===== src/rtl/reset_sequencer_pkg.sv =====
// Shared types and constants for the reset sequencer.
package reset_sequencer_pkg;

    // Sequencer states, in release order.
    typedef enum logic [1:0] {
        ASSERT  = 2'd0,
        REL_BUS = 2'd1,
        REL_CPU = 2'd2,
        RUN     = 2'd3
    } seq_state_t;

    // Bit positions inside RESET_CAUSE.
    localparam int CAUSE_POR = 0;
    localparam int CAUSE_EXT = 1;
    localparam int CAUSE_WDT = 2;
    localparam int CAUSE_SW  = 3;

    localparam int CAUSE_W = 4;

endpackage


===== src/rtl/ext_pin_sync.sv =====
// Multi-flop synchronizer for the external active-low reset pin.
// A parallel valid chain tracks how far the post-reset 1s have propagated,
// so the cleared data flops are not mistaken for a real pin assertion.
module ext_pin_sync #(
    parameter int SYNC_STAGES = 2
) (
    input  logic i_clk,
    input  logic i_rst_n,
    input  logic i_pin_n,
    output logic o_sync_n,
    output logic o_valid
);

    logic [SYNC_STAGES-1:0] r_sync;
    logic [SYNC_STAGES-1:0] r_vld;

    // Shift the pin level and a constant 1 through matching flop chains.
    always_ff @(posedge i_clk or negedge i_rst_n) begin
        if (!i_rst_n) begin
            r_sync <= '0;
            r_vld  <= '0;
        end else begin
            r_sync <= {r_sync[SYNC_STAGES-2:0], i_pin_n};
            r_vld  <= {r_vld[SYNC_STAGES-2:0], 1'b1};
        end
    end

    assign o_sync_n = r_sync[SYNC_STAGES-1];
    assign o_valid  = r_vld[SYNC_STAGES-1];

endmodule


===== src/rtl/reset_sequencer.sv =====
// Reset sequencer: stretches any reset request, then releases the bus
// fabric first and the CPU a programmable number of cycles later.
// Also records sticky reset-cause flags.
module reset_sequencer
    import reset_sequencer_pkg::*;
#(
    parameter int STRETCH_CYCLES = 16,
    parameter int STAGE_GAP      = 4,
    parameter int SYNC_STAGES    = 2
) (
    input  logic               CLK,
    input  logic               RESET,
    input  logic               EXT_RESET_N,
    input  logic               WDT_RESET_REQ,
    input  logic               SYSRESETREQ,
    input  logic               CAUSE_CLR,
    output logic               BUS_RESET_N,
    output logic               CPU_RESET_N,
    output logic [CAUSE_W-1:0] RESET_CAUSE,
    output logic               SEQ_BUSY
);

    localparam logic [7:0] STRETCH_LD = 8'(STRETCH_CYCLES - 1);
    localparam logic [7:0] GAP_LD     = 8'(STAGE_GAP - 1);

    seq_state_t         r_state;
    seq_state_t         w_nxt_state;
    logic [7:0]         r_cnt;
    logic [7:0]         w_nxt_cnt;
    logic               r_bus_n;
    logic               r_cpu_n;
    logic               r_busy;
    logic [CAUSE_W-1:0] r_cause;
    logic [CAUSE_W-1:0] w_cause_set;

    logic               w_ext_n_s;
    logic               w_ext_vld;
    logic               w_ext_req;
    logic               w_req;

    ext_pin_sync #(
        .SYNC_STAGES (SYNC_STAGES)
    ) u_ext_sync (
        .i_clk    (CLK),
        .i_rst_n  (RESET),
        .i_pin_n  (EXT_RESET_N),
        .o_sync_n (w_ext_n_s),
        .o_valid  (w_ext_vld)
    );

    // The pin only counts once the synchronizer has been primed after POR.
    assign w_ext_req = w_ext_vld & ~w_ext_n_s;
    assign w_req     = w_ext_req | WDT_RESET_REQ | SYSRESETREQ;

    // Next-state and counter logic; any request restarts the stretch.
    always_comb begin
        w_nxt_state = r_state;
        w_nxt_cnt   = r_cnt;
        if (w_req) begin
            w_nxt_state = ASSERT;
            w_nxt_cnt   = STRETCH_LD;
        end else begin
            case (r_state)
                ASSERT: begin
                    if (r_cnt == 8'd0) begin
                        w_nxt_state = REL_BUS;
                        w_nxt_cnt   = GAP_LD;
                    end else begin
                        w_nxt_cnt = r_cnt - 8'd1;
                    end
                end
                REL_BUS: begin
                    if (r_cnt == 8'd0) begin
                        w_nxt_state = REL_CPU;
                    end else begin
                        w_nxt_cnt = r_cnt - 8'd1;
                    end
                end
                REL_CPU: begin
                    w_nxt_state = RUN;
                end
                RUN: begin
                    w_nxt_state = RUN;
                end
                default: begin
                    w_nxt_state = ASSERT;
                    w_nxt_cnt   = STRETCH_LD;
                end
            endcase
        end
    end

    // State, counter and registered outputs decoded from the next state,
    // so the reset outputs come straight off flops.
    always_ff @(posedge CLK or negedge RESET) begin
        if (!RESET) begin
            r_state <= ASSERT;
            r_cnt   <= STRETCH_LD;
            r_bus_n <= 1'b0;
            r_cpu_n <= 1'b0;
            r_busy  <= 1'b1;
        end else begin
            r_state <= w_nxt_state;
            r_cnt   <= w_nxt_cnt;
            r_bus_n <= (w_nxt_state != ASSERT);
            r_cpu_n <= (w_nxt_state == REL_CPU) || (w_nxt_state == RUN);
            r_busy  <= (w_nxt_state != RUN);
        end
    end

    // Per-source set vector for the sticky cause flags.
    always_comb begin
        w_cause_set            = '0;
        w_cause_set[CAUSE_EXT] = w_ext_req;
        w_cause_set[CAUSE_WDT] = WDT_RESET_REQ;
        w_cause_set[CAUSE_SW]  = SYSRESETREQ;
    end

    // Sticky cause flags: a set in the same cycle as a clear wins.
    always_ff @(posedge CLK or negedge RESET) begin
        if (!RESET) begin
            r_cause <= CAUSE_W'(1) << CAUSE_POR;
        end else begin
            r_cause <= (CAUSE_CLR ? '0 : r_cause) | w_cause_set;
        end
    end

    assign BUS_RESET_N = r_bus_n;
    assign CPU_RESET_N = r_cpu_n;
    assign SEQ_BUSY    = r_busy;
    assign RESET_CAUSE = r_cause;

endmodule


===== config.mk =====
export PLATFORM = sky130hd
export DESIGN_NAME = reset_sequencer
export DESIGN_NICKNAME = d
export VERILOG_FILES = /design/src/rtl/reset_sequencer_pkg.sv /design/src/rtl/ext_pin_sync.sv /design/src/rtl/reset_sequencer.sv
export SDC_FILE = /design/constraint.sdc
export NUM_CORES = 1
export LEC_CHECK = 0
export BUFFER_PORTS_ARGS = -buffer_cell sky130_fd_sc_hd__buf_2
export CAP_MARGIN = 20
export CORE_MARGIN = 4
export CORE_UTILIZATION = 37
export DETAILED_ROUTE_END_ITERATION = 12
export PLACE_DENSITY = 0.6
export REMOVE_ABC_BUFFERS = 1
export SYNTH_ARGS = -nofsm -noshare
export SYNTH_HDL_FRONTEND = slang
export SYNTH_SLANG_ARGS = --single-unit

===== constraint.sdc =====
create_clock -name CLK -period 2.6 [get_ports CLK]
set_input_delay 0 -clock CLK [delete_from_list [all_inputs] [get_ports CLK]]
set_output_delay 0 -clock CLK [all_outputs]
set_load 0.005 [all_outputs]

==> Word-level counts from Yosys, hierarchy flattened <==
Cells that the tools add are included.
{ "word_totals": {"out_inout_bits": 7, "regBits": 21, "word_cells": 37} }
{ "classes": {"n_bitwise": 5, "n_eq_ne": 7, "muxes": 9, "n_reduce_logical": 7, "addsub": 1} }
{ "op_table": {"columns": ["cell", "n"], "rows": [
  ["2-to-1 mux 8 bit", 3],
  ["one-hot mux 8 bit (2 select lines)", 1],
  ["== test 2 bit (second input constant)", 4],
  ["logical NOT 8 bit", 1],
  ["subtractor 8 x 1 -> 8 bit (second input constant)", 1],
  ["2-to-1 mux 2 bit", 3],
  ["one-hot mux 2 bit (3 select lines)", 1],
  ["2-to-1 mux 4 bit", 1],
  ["OR 4 bit", 1],
  ["!= test 3 bit (second input constant)", 1],
  ["nonzero test 3 bit", 1],
  ["== test 2 x 1 -> 1 bit (second input constant)", 1],
  ["logical NOT 2 bit", 1],
  ["!= test 2 bit (second input constant)", 1],
  ["OR 1 bit", 2],
  ["AND reduction 2 bit", 1],
  ["nonzero test 2 bit", 1],
  ["OR reduction 2 bit", 1],
  ["bitwise AND 1 bit", 1],
  ["logical OR 1 bit", 1],
  ["NOT 1 bit", 1]
]} }

==> Longest topological paths before layout <==
{ "depth": {"word_depth": 7, "mapped_depth": 6, "mapped_depth_nobuf": 6} }

==> By module <==
A second synthesis with hierarchy kept.
{ "hier_totals": {"cells_unflattened": 80, "hier_area_um2": 909.6} }
{ "modules_own_cells": {"columns": ["mod", "n_inst", "area_per_inst_um2", "cells_per_inst", "seq_area_each_um2"], "rows": [
  ["reset_sequencer", 1, 805.8, 75, 432.9],
  ["ext_pin_sync", 1, 103.8, 5, 100.1]
]} }

==> Worst setup path after synthesis <==
Ideal clock, no wire load.
{ "synth_path": {"path_type": "register to register", "from": "register r_cnt[0]", "to": "register r_cnt[4]", "stages_incl_launch_ff": 7, "slack_ns": 0.733, "n_path_buf": 0, "t_arrival_ns": 1.797, "path_cell_list": "dfstp_2 -> inv_1 -> ha_1 -> or3b_2 -> nor2_1 -> or4b_2 -> nand3_1"} }
{ "synth_between": {"elab_chain_len": 4} }
{ "synth_rtl": {"columns": ["item", "line", "source"], "rows": [
  ["start: declaration", "reset_sequencer.sv:28", "logic [7:0] r_cnt;"],
  ["start signal: assignment", "reset_sequencer.sv:104", "r_cnt <= w_nxt_cnt;"],
  ["subtractor 8 x 1 -> 8 bit / logical NOT 8 bit (equally long branches)", null, null],
  ["2-to-1 mux 8 bit, on equally long branches", "reset_sequencer.sv:73, reset_sequencer.sv:65", null],
  ["one-hot mux 8 bit (2 select lines)", "reset_sequencer.sv:63", "case (r_state)"],
  ["2-to-1 mux 8 bit", "reset_sequencer.sv:59", "if (w_req) begin"]
]} }
Parallel ways exist; a longest one is shown, timed or not. The select of a mux whose other input is x is not followed.
A chain may end at the register's enable or synchronous reset.

==> Final worst setup path <==
Same ends and word-level chain as after synthesis.

==> key figures <==
STA
  • Setup_tns: 0 ns
  • Post-layout min period: 1.997 ns
  • Finish-stage setup viols: 0
  • Final hold viol count: 0
  • RSZ-0062 raised after global routing: no
  • Fin crit share: 76.79%
  • Fmax: 500.8 MHz
  • Fin. max-slew vios: 0
  • Layout Skew: 0.01131 ns

Yosys
  • Synth top area share: 40.98%
  • Synth Area per Inst: 11.17 sq um
  • Asr flop ratio synth: 100.0%
  • Total number of yosys warnings: 0
  • Synth area leaders: dfrtp_1 (41%), dfstp_2 (17%), a21o_1 (4.1%), or4_1 (3.3%), ha_1 (2.7%)
  • Synth cell types: 29
  • EDFF count, synth: 0
  • Commonest cells post-synth: dfrtp_1 (15), dfstp_2 (6), a21o_1 (5)
  • Sequential fraction of the synthesis area: 58.20%
  • Most frequent cell after synthesis: dfrtp_1
  • Synth Register Bits: 21
  • Cell Area, Synth: 915.9 sq um
  • Synthesized instance count: 82
  • Synth area leader: dfrtp_1
  • Top_reg_cell synth: dfrtp_1

Job
  • Maxcap violations: 0

Finish
  • Synth-to-Final Area Change: 18.17%
  • Diodes inserted: 0
  • Fin nets: 110
  • Share of cells above drive strength 1: 25.74%
  • Non-filler cells, final: 129

Floorplanning
  • Cell Rows: 17
  • Core ar.: 2276 sq um
  • I/O pin total: 13
  • Die Span X: 57.75 um
  • Die area: 3335 sq um
  • Initial core utilization: 40.24%
  • Die Height: 57.75 um

Global routing
  • GRT Total Usage: 12.03%
  • Number of global-route vias before repair: 640
  • Largest net degree at the start of global routing: 22
  • First-pass GRT wire length: 3.077 mm
  • Initial antenna violation count: 0
  • GRT overflow: 0

Placement
  • Detailed placement HPWL: 1.231 mm
  • Port Buffer Count: 12
  • Dpl cells: 120
  • Routability congestion estimate: 0.8147

Min path
  • Worst hold path type: in -> async

Route
  • WL met1: 934 um
  • Residual DRC: 0
  • Drt pass-1 iters: 4
  • Detailed Route Iter0 Violations: 16
  • Vias/cell: 5.217
  • Detail Route Antenna Nets: 0
  • Met3 WL: 59 um
  • Vias: 673
  • Met2 WL: 886 um
  • WL final: 1.894 mm
  • Top Layer Used: met4
  • Routed length per placed instance: 14.68 um

Power and ir drop
  • Worst vdd ir: 0.0003000 V
  • Leakage Power: 0.5142 nW
  • Pwr Density: 494.6 nW/um^2

Clock network
  • Clock Tree Root: clkbuf_4
  • Sink Count: 21
  • CTS buffer count: 3
  • CTS tree: yes
  • Clk pin slew, worst setup/hold paths: 0.13 ns
  • H-tree depth: 1
  • Clock latency on the worst-skew pair: 0.31 ns
  • Post-CTS setup repair buffer count: 0
  • CTS Buffer Depth: 2

Setup path
  • Reg-to-Reg End: r_cnt[4]
  • Worst path arrival time: 2.25 ns
  • Critical Path RT: 2.85 ns
  • Critical Path Source Type: flip-flop
  • Largest fanout on the critical path: 4
  • Worst setup path endpoint: r_cnt[4]
  • Nature of the critical path endpoint: flip-flop
  • R2R depth: 6
  • Critical path startpoint: r_cnt[0]
  • Critical path type: reg -> reg
  • Reg-to-reg critical path startpoint: r_cnt[0]
  • R2r setup slk: 0.60 ns

Status
  • Outcome: finished clean
[cell families after synthesis]
group                      count (synthesis)  share of synthesized area, %
buffers and inverters                      7                         3.141
adders and majority gates                  2                         2.732
DFF                                       21                         58.20
xor gates and xnor gates                   1                        0.9565
and+or+nand+nor                           32                         20.90
other                                      1                        0.4094
AOI/OAI and AO/OA                         18                         13.66
[cell type report]
class	instances	area, sq um
inverters	4	15.01
flip-flops and latches	21	533.0
clock buffers	3	22.52
clock inverters	1	5.005
well taps	28	35.03
multi-input cells	54	354.1
fillers	214	1194
repair buffers	18	117.6
[power breakdown]
group / switching, W / internal [W] / leakage, nW / total [W]
logic: 0.0000191 / 0.0000155 / 0.241 / 0.0000346
clock network: 0.000104 / 0.0000573 / 0.0177 / 0.000162
registers: 0.00000336 / 0.000336 / 0.255 / 0.000339
total: 0.000127 / 0.000409 / 0.514 / 0.000535
[critical path, stage by stage, from the launching register on]
cell and delay [ns]:
dfstp_2 0.40, inv_1 0.12, ha_1 0.18, or3b_2 0.49
nor2_1 0.09, or4b_2 0.58, nand3_1 0.10
[cell usage in the layout (no fill, tap or decap), types with 2 or more instances in the layout]
cell type,n
dfrtp_1,15
buf_2,12
dfstp_2,6
a21o_1,5
dlygate4sd3_1,5
inv_1,4
or3_1,4
a21oi_1,4
nand2_1,4
or4_1,4
nand3_1,4
nor2_1,3
o31ai_1,3
clkbuf_4,3
nor4_1,2
nor2b_1,2
nor3_1,2
and2_1,2
o21ai_0,2
a2111oi_0,2
ha_1,2
[per-stage QoR]
| stage | hold WS (ns) | worst slack [ns] | utilization (%) | total power, W | instance area (sq um) |
|---|---|---|---|---|---|
| floorplan | -0.2956 | 0.7335 | - | 0.0003551 | 902.1 |
| global placement | -0.02253 | 0.6767 | 44.15 | 0.0003732 | 1005 |
| detailed placement | -0.02197 | 0.6322 | 44.15 | 0.0003742 | 1005 |
| CTS | 0.1705 | 0.6030 | 47.55 | 0.0005397 | 1082 |
| global route | 0.2041 | 0.4738 | 47.55 | 0.0005577 | 1082 |
| finish | 0.1540 | 0.6034 | 47.55 | 0.0005353 | 1082 |
[state kept, by name, indices dropped and copies added, names as in the netlist]
signal,flops
u_ext_sync.r_vld,2
CPU_RESET_N,1
u_ext_sync.r_sync,2
r_cnt,8
RESET_CAUSE,4
SEQ_BUSY,1
r_state,2
BUS_RESET_N,1
[layer usage]
layer  track usage (%)  up-vias
met3             2.673        2
met1             17.39      327
li1                  -      336
met4             2.980        0
met2             18.23        8
met5                 0        -
[repair_timing]
action	in CTS	in global routing
gates resized for setup	0	0
hold buffers	5	0
endpoints found under the setup margin	0	0
endpoints found under the hold margin	25	0
[worst min-delay path by stage]
stage	depth (start not counted)	slack [ns]	to
after detailed placement	1	-0.02	r_cnt[7]
after global routing	2	0.20	r_state[0]
after CTS	2	0.17	r_cnt[7]
final	2	0.15	r_cnt[6]
after floorplan	0	-0.30	BUS_RESET_N
after global placement	1	-0.02	r_cnt[7]
Note: power is estimated with default switching activity, not from simulation.
